[config.mk]
export PLATFORM = sky130hd
export DESIGN_NAME = sync_fifo_ctrl
export DESIGN_NICKNAME = d
export VERILOG_FILES = /design/src/rtl/sync_fifo_ctrl.sv
export SDC_FILE = /design/constraint.sdc
export NUM_CORES = 1
export LEC_CHECK = 0
export ABC_AREA = 1
export CAP_MARGIN = 30
export CORE_ASPECT_RATIO = 1.2
export CORE_UTILIZATION = 40
export DETAILED_ROUTE_END_ITERATION = 12
export PLACE_DENSITY = 0.67
export SLEW_MARGIN = 40
export SYNTH_ARGS = -nofsm -noshare
export SYNTH_HDL_FRONTEND = slang
export SYNTH_SLANG_ARGS = --single-unit
[constraint.sdc]
create_clock -name clk -period 1.73 [get_ports clk]
set_input_delay 0.346 -clock clk [delete_from_list [all_inputs] [get_ports clk]]
set_output_delay 0.346 -clock clk [all_outputs]
set_load 0.02 [all_outputs]
[src/rtl/sync_fifo_ctrl.sv]
// Single-clock FIFO: storage, wrapping pointers, occupancy counter, registered
// status flags, sticky error flags and a registered read port with rd_valid.
module sync_fifo_ctrl #(
    parameter int WIDTH    = 4,
    parameter int DEPTH    = 8,
    parameter int AF_LEVEL = DEPTH - 2,
    parameter int AE_LEVEL = 1
) (
    input  logic                     clk,
    input  logic                     rst_n,
    input  logic                     flush,
    input  logic                     wr_rq,
    input  logic [WIDTH-1:0]         wdata,
    input  logic                     rd_rq,
    output logic [WIDTH-1:0]         rdata,
    output logic                     rd_valid,
    output logic                     full,
    output logic                     empty,
    output logic                     almost_full,
    output logic                     almost_empty,
    output logic [$clog2(DEPTH):0]   count,
    output logic                     overflow,
    output logic                     underflow,
    input  logic                     clr_err
);

    localparam int AW = $clog2(DEPTH);
    localparam int CW = AW + 1;
    localparam logic [CW-1:0] FULL_CNT = CW'(DEPTH);
    localparam logic [CW-1:0] AF_CNT   = CW'(AF_LEVEL);
    localparam logic [CW-1:0] AE_CNT   = CW'(AE_LEVEL);

    logic [WIDTH-1:0] mem [DEPTH];
    logic [AW-1:0]    wptr;
    logic [AW-1:0]    rptr;
    logic             wr_ok;
    logic             rd_ok;
    logic [CW-1:0]    count_next;

    // Handshake: wr_rq/rd_rq are single-cycle requests with no ready return.
    // A write is taken iff wr_rq && !full, a read iff rd_rq && !empty (both
    // using the registered flags); a refused request sets its sticky error.
    assign wr_ok = wr_rq && !full;
    assign rd_ok = rd_rq && !empty;

    always_comb begin
        count_next = count;
        case ({wr_ok, rd_ok})
            2'b10:   count_next = count + CW'(1);
            2'b01:   count_next = count - CW'(1);
            default: count_next = count;
        endcase
    end

    // Storage has no reset; contents are only ever observed through rptr.
    always_ff @(posedge clk) begin
        if (rst_n && !flush && wr_ok) begin
            mem[wptr] <= wdata;
        end
    end

    always_ff @(posedge clk) begin
        if (!rst_n) begin
            wptr         <= '0;
            rptr         <= '0;
            count        <= '0;
            rdata        <= '0;
            rd_valid     <= 1'b0;
            overflow     <= 1'b0;
            underflow    <= 1'b0;
            full         <= 1'b0;
            empty        <= 1'b1;
            almost_full  <= 1'b0;
            almost_empty <= 1'b1;
        end else if (flush) begin
            wptr         <= '0;
            rptr         <= '0;
            count        <= '0;
            rd_valid     <= 1'b0;
            full         <= 1'b0;
            empty        <= 1'b1;
            almost_full  <= 1'b0;
            almost_empty <= 1'b1;
        end else begin
            if (wr_ok) begin
                wptr <= wptr + AW'(1);
            end
            if (rd_ok) begin
                rptr  <= rptr + AW'(1);
                rdata <= mem[rptr];
            end
            rd_valid     <= rd_ok;
            count        <= count_next;
            // Flags follow the next-state count so they move with count.
            full         <= (count_next == FULL_CNT);
            empty        <= (count_next == '0);
            almost_full  <= (count_next >= AF_CNT);
            almost_empty <= (count_next <= AE_CNT);
            if (wr_rq && full) begin
                overflow <= 1'b1;
            end else if (clr_err) begin
                overflow <= 1'b0;
            end
            if (rd_rq && empty) begin
                underflow <= 1'b1;
            end else if (clr_err) begin
                underflow <= 1'b0;
            end
        end
    end

endmodule

==> impl_metrics.py <==
metrics = {
    "status": {
        "status": "complete, no violations",
    },
    "yosys": {
        "synth_fp_nets": 251,
        "yosysWarnings": 0,
        "syn_inst": 236,
        "avgSynthCellArea_um2": 9.66,
        "syn_area_um2": 2280,
        "yosysSeqAreaShare": 0.606,
        "ys_ff_latch": 53,
        "synth.distinct_cells": 23,
    },
    "power_and_ir_drop": {
        "power_density_nw_per_um2": 829,
        "leakagePower_nw": 1.17,
        "peakVddDrop_mv": 0.431,
        "power_mw": 2.43,
    },
    "floorplanning": {
        "core_area_um2": 5370,
        "num_rows": 29,
        "die_w_um": 70.9,
        "io_pins": 25,
        "die_area_um2": 6010,
        "start_util": 0.425,
        "die_y_um": 84.7,
    },
    "worst_setup_path": {
        "path_class": "reg2out",
        "cp_num_cells": 2,
        "arrival_ps": 1370,
        "crit_family": "buffers and inverters",
        "crit_buf_inv": 2,
        "critPathSlowestCell": "clkdlybuf4s50_1",
        "max_stage_delay_ps": 590,
        "worstPathRequired_ps": 1380,
        "rr_worst_depth": 16,
        "path_cells": "buf_4 -> clkdlybuf4s50_1",
        "crit_path_max_fanout": 2,
        "startpoint_type": "flip-flop",
        "critPathCaptureType": "primary output",
    },
    "worst_hold_path": {
        "whs_path_depth": 3,
        "hold_path_class": "in2reg",
    },
    "timing": {
        "finalSetupViolCount": 0,
        "relSlewSlack": 0.641,
        "slew_viol_final": 0,
        "hold_viol_final": 0,
        "fin_crit_sh": 0.993,
        "rsz0062_at_grt": "true",
        "worst_slack_ps": 12.0,
        "min_period_ps": 1720,
        "worst_slew_pin_slew_ps": 538,
        "maxClockFrequency_ghz": 0.582,
        "finalClockSkew_ps": 8.73,
    },
    "drt": {
        "wl_um": 4560,
        "drcViolationCount": 0,
        "drt_iter0_markers": 105,
        "drt_pass1_iterations": 4,
        "via_per_inst": 4.83,
        "ant_nets": 0,
        "num_vias": 1710,
        "drt-wirelength-per-cell_um": 12.9,
    },
    "place": {
        "hpwl_um": 3360,
        "io_buffers": 24,
        "dp_slack_ps": -520,
        "gp_congestion": 0.771,
    },
    "layout": {
        "drive_gt1_frac": 0.243,
        "syn_to_final_growth_pct": 28.5,
        "diodes": 0,
        "nFillCells": 486,
        "num-nets-final": 306,
    },
    "clock_network": {
        "clk_pin_slew_ps": 90,
        "cts_tree": "done",
        "clockBufferDepth": 2,
        "cts_inserted_buffers": 5,
        "root_buffer": "clkbuf_8",
        "holdBufCountCts": 0,
        "cts_max_level": 2,
        "clock-sinks": 53,
        "clock_latency_ps": 290,
    },
    "global_route": {
        "grt_use_total": 0.163,
        "overflow": 0,
        "grt_pass1_vias": 1666,
        "antenna_found_initial": 0,
        "grt_pass1_wl_um": 7650,
        "grt_max_degree": 19,
    },
    "job": {
        "max-cap-violations": 0,
    },
}
[cell usage after synthesis (all sizes together)]
library cell   n  share of area
dfxtp         21           0.18
buf            5          0.022
ha             5          0.027
edfxtp        32           0.42
inv           25          0.043
nor3           2         0.0044
nand2         41          0.069
o21ai         22          0.048
xnor2          2         0.0077
nand3         19          0.046
a21oi         10          0.022
o211ai         4          0.013
nor2          48          0.091
[layout by cell type, fill, tap and decap left out, drive strengths merged]
master,Yosys,routed
nor2,48,48
nand2,41,41
edfxtp,32,32
buf,5,29
inv,25,25
o21ai,22,22
dfxtp,21,21
clkdlybuf4s50,0,19
nand3,19,19
a21oi,10,10
clkbuf,0,8
ha,5,5
o211ai,4,4
dlygate4sd2,0,3
nor3,2,2
xnor2,2,2
clkdlybuf4s15,0,1
dlymetal6s2s,0,1
[stage by stage]
stage | setup TNS, ps | hold slack (ps) | cell area (um2) | util | instances
after floorplan | 0 | 445 | 2300 | - | 236
after global placement | -8860 | 450 | 2760 | 0.515 | 343
after detailed placement | -10030 | 452 | 2760 | 0.515 | 343
after CTS | 0 | 450 | 2870 | 0.535 | 352
after global routing | -63.8 | 467 | 2930 | 0.546 | 354
final | 0 | 447 | 2930 | 0.546 | 354
[state kept, by name (all words and copies together), names as in the netlist]
name          flops
almost_empty      1
rdata             4
rptr              3
empty             1
underflow         1
count             4
overflow          1
wptr              3
full              1
mem              32
almost_full       1
rd_valid          1
[worst reg2reg max path, cell delays in order, from the launching register on]
cell and delay, ps:
dfxtp_4 370, nor2_4 140, ha_4 180, nand2_2 50, inv_2 80, nor2_4 40, ha_4 150, inv_2 40
nand2_2 50, inv_2 50, nand2_2 60, nand3_2 70, nand2_1 50, nand2_1 80, nand2_1 50, nand2_1 60
inv_2 30
[power by group]
part	switching, mW	internal (mW)	total [mW]	leakage, nW
Combinational	0.208	0.177	0.385	0.671
Clock	0.357	0.288	0.646	0.0395
Sequential	0.0304	1.37	1.40	0.460
[final timing paths]
kind | start | to | slack (ps)
max reg2reg | empty | empty | 80
max | full | full | 10
min reg2reg | rdata[3] | rdata[3] | 460
min | rd_rq | underflow | 450
[logic make-up after synthesis]
group           synth area share
compound gates            0.0834
xor+xnor                 0.00769
fa+ha+maj                 0.0274
buf+inv                   0.0653
flops                      0.606
simple gates               0.210
[layout make-up]
| cell class | instances | area [um2] | area share |
|---|---|---|---|
| clock buffer | 8 | 80.1 | 0.0273 |
| inverter | 25 | 98.8 | 0.0337 |
| multi-input combinational | 153 | 831 | 0.284 |
| sequential | 53 | 1390 | 0.473 |
| tap | 62 | 77.6 | 0.0265 |
| timing repair buffer | 53 | 457 | 0.156 |
[timing repair]
action                                  CTS  global route
endpoints found under the setup margin   13             7
buffers inserted                          1             2
pin swaps                                 3             7
gates cloned                              0             0
resized for setup                        10            15
[layer usage]
layer | vias to the layer above | part of all wire | wire length, um | global-route usage
met5 | - | 0 | 0 | 0
met4 | 0 | 0.016 | 74 | 0.0527
met3 | 8 | 0.020 | 90 | 0.0300
met2 | 17 | 0.51 | 2350 | 0.289
met1 | 794 | 0.45 | 2050 | 0.199
li1 | 891 | - | - | -
Power figures use the tool's default switching activity.
